--- src/rtl/and_1_bit.sv ---
// and_1_bit: a 1-bit AND gate with a registered copy of the result, a
// rising-edge pulse on that registered copy, and a saturating count of the
// clock edges at which the AND result was high.
//
// X is pure combinational logic. Only X_q, X_rise and hi_count hold state.
// The registered outputs are forced to zero by the asynchronous active-low
// reset. The synchronous clear acts on hi_count only.

module and_1_bit #(
    parameter int CNT_W = 8
) (
    input  logic             clk,
    input  logic             rst_n,
    input  logic             A,
    input  logic             B,
    input  logic             clr,
    output logic             X,
    output logic             X_q,
    output logic             X_rise,
    output logic [CNT_W-1:0] hi_count
);

    // The counter width is meaningful only from 1 to 32 bits.
    if (CNT_W < 1 || CNT_W > 32) begin : g_bad_cnt_w
        cnt_w_out_of_range_1_to_32 u_bad_param ();
    end

    localparam logic [CNT_W-1:0] CNT_MAX = {CNT_W{1'b1}};

    logic             w_x;
    logic             w_cnt_at_max;
    logic             r_x_q;
    logic             r_x_rise;
    logic [CNT_W-1:0] r_hi_count;

    // The 4-state '&' already returns 0 when either operand is 0, even if the
    // other operand is X or Z. So the output is unknown only when no input is 0.
    assign w_x          = A & B;
    assign w_cnt_at_max = (r_hi_count == CNT_MAX);

    // Registered copy of the result and its 0->1 edge detect.
    // The edge detect compares the new sample with the pre-edge X_q, so
    // X_rise is high only in the cycle where X_q first becomes 1.
    always_ff @(posedge clk or negedge rst_n) begin
        if (!rst_n) begin
            r_x_q    <= 1'b0;
            r_x_rise <= 1'b0;
        end else begin
            r_x_q    <= w_x;
            r_x_rise <= w_x & ~r_x_q;
        end
    end

    // Saturating count of the edges at which X was sampled high.
    // clr takes priority over the increment.
    always_ff @(posedge clk or negedge rst_n) begin
        if (!rst_n) begin
            r_hi_count <= '0;
        end else if (clr) begin
            r_hi_count <= '0;
        end else if (w_x && !w_cnt_at_max) begin
            r_hi_count <= r_hi_count + 1'b1;
        end
    end

    assign X        = w_x;
    assign X_q      = r_x_q;
    assign X_rise   = r_x_rise;
    assign hi_count = r_hi_count;

endmodule

--- config.mk ---
export PLATFORM = sky130hd
export DESIGN_NAME = and_1_bit
export DESIGN_NICKNAME = d
export VERILOG_FILES = /design/src/rtl/and_1_bit.sv
export SDC_FILE = /design/constraint.sdc
export NUM_CORES = 1
export LEC_CHECK = 0
export ABC_AREA = 1
export BUFFER_PORTS_ARGS = -buffer_cell sky130_fd_sc_hd__buf_2
export CAP_MARGIN = 40
export CORE_MARGIN = 2
export CORE_UTILIZATION = 43
export CTS_CLUSTER_SIZE = 20
export DETAILED_ROUTE_END_ITERATION = 10
export GPL_TIMING_DRIVEN = 1
export PLACE_DENSITY = 0.69
export SETUP_SLACK_MARGIN = 0.05
export SLEW_MARGIN = 20
export SYNTH_ARGS = -nofsm -noshare
export SYNTH_HDL_FRONTEND = slang
export SYNTH_SLANG_ARGS = --single-unit
--- constraint.sdc ---
create_clock -name clk -period 1.36 [get_ports clk]
set_clock_uncertainty 0.15 [all_clocks]
set_input_delay 0.272 -clock clk [delete_from_list [all_inputs] [get_ports clk]]
set_output_delay 0.272 -clock clk [all_outputs]
set_load 0.01 [all_outputs]
**After elaboration in Yosys (flattened, before gate mapping)**

Cells that the tools add are included.

- Flip-flop bits (word level): 10
- Output and inout port bits: 11
- Input port bits: 5
- Word-level logic and storage cells: 13

- $add $sub $neg: 1
- Bitwise gates (word level): 3
- Muxes and demuxes: 2
- Equal/unequal tests: 1
- Reduce and logical (&&, ||, !) cells: 3

Operators by type and width:

| cell | number |
|---|---|
| $mux 8 | 2 |
| $add 8x1->8 const B | 1 |
| $eq 8x8->1 const B | 1 |
| $and 1x1->1 | 2 |
| $reduce_bool 2->1 | 1 |
| $logic_and 1x1->1 | 1 |
| $logic_not 1->1 | 1 |
| $not 1->1 | 1 |

**Depth between registers and ports, before layout**

- Depth after elaboration: 5
- Mapped depth: 8
- Mapped depth without buffers: 8

**Worst setup path after synthesis**

Ideal clock, no wire load.

- Path type: register to register
- From: register r_hi_count[0], in the netlist hi_count[0]
- To: register r_hi_count[7], in the netlist hi_count[7]
- Library setup time: 0.113 ns
- Data arrival time: 1.171 ns
- Data required time: 1.097 ns
- Stages on the path, launching flop included: 8
- Path buffers: 0
- Period minus slack after synthesis: 1.434 ns
- Setup slack: -0.074 ns
- Cells stage by stage: dfrtp_1 ha_1 nand2_2 nor2_4 a21oi_2 nand3_1 nand2_1 inv_1

- Word-level cells in the longest chain between the ends: 4
- Elaborated cells on any way between the ends: 7
- Those cells by class: add/sub (1); eq/ne (1); mux (2); reduce/logical (3)

Ends and longest elaborated chain:

| item | RTL line | source |
|---|---|---|
| start: declaration | 34 | `logic [CNT_W-1:0] r_hi_count;` |
| start signal: assignment | 62 | `r_hi_count <= r_hi_count + 1'b1;` |
| parallel branches: the longest is 4 deep, another holds $add 8x1->8 | - |  |

Parallel ways; which one is timed is not known. The select of a mux whose other input is x is not followed.
A chain may end at the register's enable or synchronous reset.

**Final worst setup path**

Ends and elaborated chain as after synthesis.

==> reports/qor.csv <==
stage,metric,value,unit
outcome,status,"complete, but fails checks",
outcome,failing checks,setup timing,
logic_synthesis,"count leader, synth",nand2_1,
sta,fin. max-slew vios,0,
logic_synthesis,Post-Syn Nets,76,
finish,share of cells above drive strength 1,46.53,%
logic_synthesis,"EDFF count, synth",0,
routing,final wirelength,1.422,mm
power_and_ir_drop,VDD IR max,0.0006301,V
floorplanning,num rows,13,
sta,final setup vio count,9,
setup_path,R2R cell count,9,
grt,largest net degree at the start of global routing,11,
setup_path,Crit Path Max Fanout,3,
power_and_ir_drop,power density over cell area,690.8,nW/µm²
logic_synthesis,synth top area cells,"dfrtp_1 (45%), nand2_1 (15%), nand3_1 (8.0%)",
finish,Nets,109,
place,DP Wirelength,951.1,µm
floorplanning,Die Span Y,40.11,µm
sta,Final WS setup,-48.52,ps
logic_synthesis,ys async rst share,100.0,%
finish,post-layout util,68.23,%
setup_path,worst reg2reg startpoint,hi_count[0],
logic_synthesis,cells after synthesis,70,
routing,Vias,559,
sta,Tightest Pin Transition,241.5,ps
hold_path,hold path depth,4,
finish,fillers,101,
sta,Slew Limit Headroom,83.90,%
clock_tree,TritonCTS clock tree,built,
logic_synthesis,register bit count reported by yosys,10,
clock_tree,TritonCTS buffer count,3,
grt,first-pass GRT wire length,2.139,mm
logic_synthesis,Unique masters post-synth,17,
sta,fin crit share,103.6,%
clock_tree,Clock Tree Buf Depth,2,
place,Area after DPL,691.9,µm²
grt,vias in the first global route,506,
routing,iteration-0 DRC count of the detailed router,10,
place,Inst Count DP,104,
hold_path,worst hold path class,input port to flip-flop,
setup_path,CP required,1370,ps
finish,ant diodes,0,
sta,FMAX,710.0,MHz
finish,Layout Cells excl Fill,116,
logic_synthesis,post-synth design cell area,560.5,µm²
floorplanning,Initial Util,44.76,%
logic_synthesis,syn avg cell area,8.008,µm²
routing,number of antenna-violating nets in the routed design,0,
grt,Tot GR Track Use,21.28,%
floorplanning,core area,1252,µm²
floorplanning,Die X,40.11,µm
logic_synthesis,Yosys top cell area share,44.64,%
routing,Via density,4.819,
setup_path,Critical Path Start Type,flip-flop,
clock_tree,Root Buffer,clkbuf_4,
grt,initial antenna violation count,0,
setup_path,crit path launch,hi_count[0],
logic_synthesis,Post-synth top cells,"nand2_1 (23), dfrtp_1 (10), nand3_1 (9), inv_1 (6)",
power_and_ir_drop,Leak Pwr,0.4817,nW
routing,DRC,0,
finish,P&R area growth vs syn,52.46,%
clock_tree,worst-skew pair later-pin latency,260,ps
finish,Finished Cell Area,854.6,µm²
setup_path,Critical R2R Capture,hi_count[7],
routing,DR WL/cell,12.26,µm
floorplanning,I/O Pins,16,
logic_synthesis,synth warn,0,
sta,unrepaired setup endpoints after global routing,yes,
clock_tree,clk sink count,10,
logic_synthesis,largest area contributor in the netlist,dfrtp_1,
sta,final hold vios,0,
setup_path,R2R Setup Slk,-50,ps
job,Max Cap Violations,0,
clock_tree,clock-pin slew on the worst setup and hold paths,60,ps
setup_path,Crit. End Element,flip-flop,
logic_synthesis,sequential area share after synthesis,44.64,%
sta,worst hold margin,179.2,ps
place,worst slack at placement,-65.84,ps
grt,total grt overflow,0,
place,RePlAce Congestion,0.8536,
sta,min cycle time layout,1409,ps
clock_tree,H-tree depth,1,
setup_path,CP Class,flip-flop to flip-flop,
setup_path,WP data arrival,1420,ps
floorplanning,die area,1608,µm²
setup_path,crit path to,hi_count[7],
routing,first-pass iteration count of the detailed router,2,
logic_synthesis,"Top FF cell, synth",dfrtp_1,
place,# port buffers,15,
-- registers in the layout, summed over array words and instances, names as in the netlist --
| register | flops |
|---|---|
| X_rise | 1 |
| hi_count | 8 |
| X_q | 1 |
-- layout make-up --
type / count / area [µm²] / share of cell area [%]
sequential: 10 / 251.5 / 29.43
clock buffer: 3 / 22.52 / 2.635
tap: 15 / 18.77 / 2.196
inverter: 8 / 30.03 / 3.514
multi-input combinational: 52 / 332.8 / 38.95
timing repair buffer: 28 / 198.9 / 23.28
-- placed cells by master (no fill, tap or decap) --
master	n
a21oi_1	1
a21oi_4	1
buf_2	13
buf_4	9
buf_6	5
clkbuf_4	3
clkinv_1	1
dfrtp_1	9
dfrtp_2	1
dlygate4sd3_1	1
ha_4	1
inv_1	5
inv_2	2
nand2_1	22
nand2_2	2
nand2_4	2
nand3_1	8
nand3_2	1
nand3b_1	1
nor2_1	2
nor2_2	3
nor2_4	3
xnor2_2	1
xor2_1	4
-- report_power, final --
part / switching (W) / internal (W) / leakage [nW]
Combinational: 0.0000446 / 0.0000331 / 0.333
Sequential: 0.00000715 / 0.000305 / 0.135
Clock: 0.0000980 / 0.000102 / 0.0138
Total: 0.000150 / 0.000441 / 0.482
-- worst min-delay path by stage --
stage	to	slack (ps)	start
after floorplan	X_q	-170	rst_n
after global placement	hi_count[2]	-4	rst_n
after detailed placement	hi_count[2]	-4	rst_n
after CTS	hi_count[7]	170	clr
after global routing	hi_count[7]	190	clr
final	hi_count[7]	180	clr
-- stage by stage --
step | total power [W] | setup TNS (ps)
6_report | 0.0005904 | -296.5
5_1_grt | 0.0006238 | -955.3
4_1_cts | 0.0005905 | -248.7
3_5_place_dp | 0.0003812 | -373.8
3_3_place_gp | 0.0003807 | -132.0
2_1_floorplan | 0.0003477 | -194.7
-- repair_timing --
action,CTS,global route
pin swaps,5,5
hold endpoints to repair,10,0
hold buffers,1,0
setup buffers,5,3
gates resized for setup,9,6
setup endpoints to repair,13,14
-- worst max-delay path, cell delays in order (launching register included) --
cell	delay, ps
dfrtp_1	410
buf_4	140
buf_4	110
nand3_2	130
inv_2	80
nand2_1	50
nand2_1	60
nand3_1	70
nand2_1	70
inv_1	30
-- kinds of logic (layout without fill, tap and decap cells) --
kind of cell	after synthesis	after routing	synth area share, %
simple gates	44	44	37.50
fa+ha+maj	1	1	2.232
xor+xnor	5	5	7.812
buf+inv	8	39	5.356
flops	10	10	44.64
compound gates	2	2	2.455
-- layer usage --
layer | GRT usage [%] | up-vias | wire [µm] | part of all wire [%]
li1 | - | 281 | - | -
met5 | 0 | - | 0 | 0
met3 | 3.333 | 6 | 67 | 4.7
met2 | 34.68 | 13 | 672 | 47
met1 | 25.00 | 259 | 628 | 44
met4 | 15.52 | 0 | 53 | 3.7
Power figures use the tool's default switching activity.
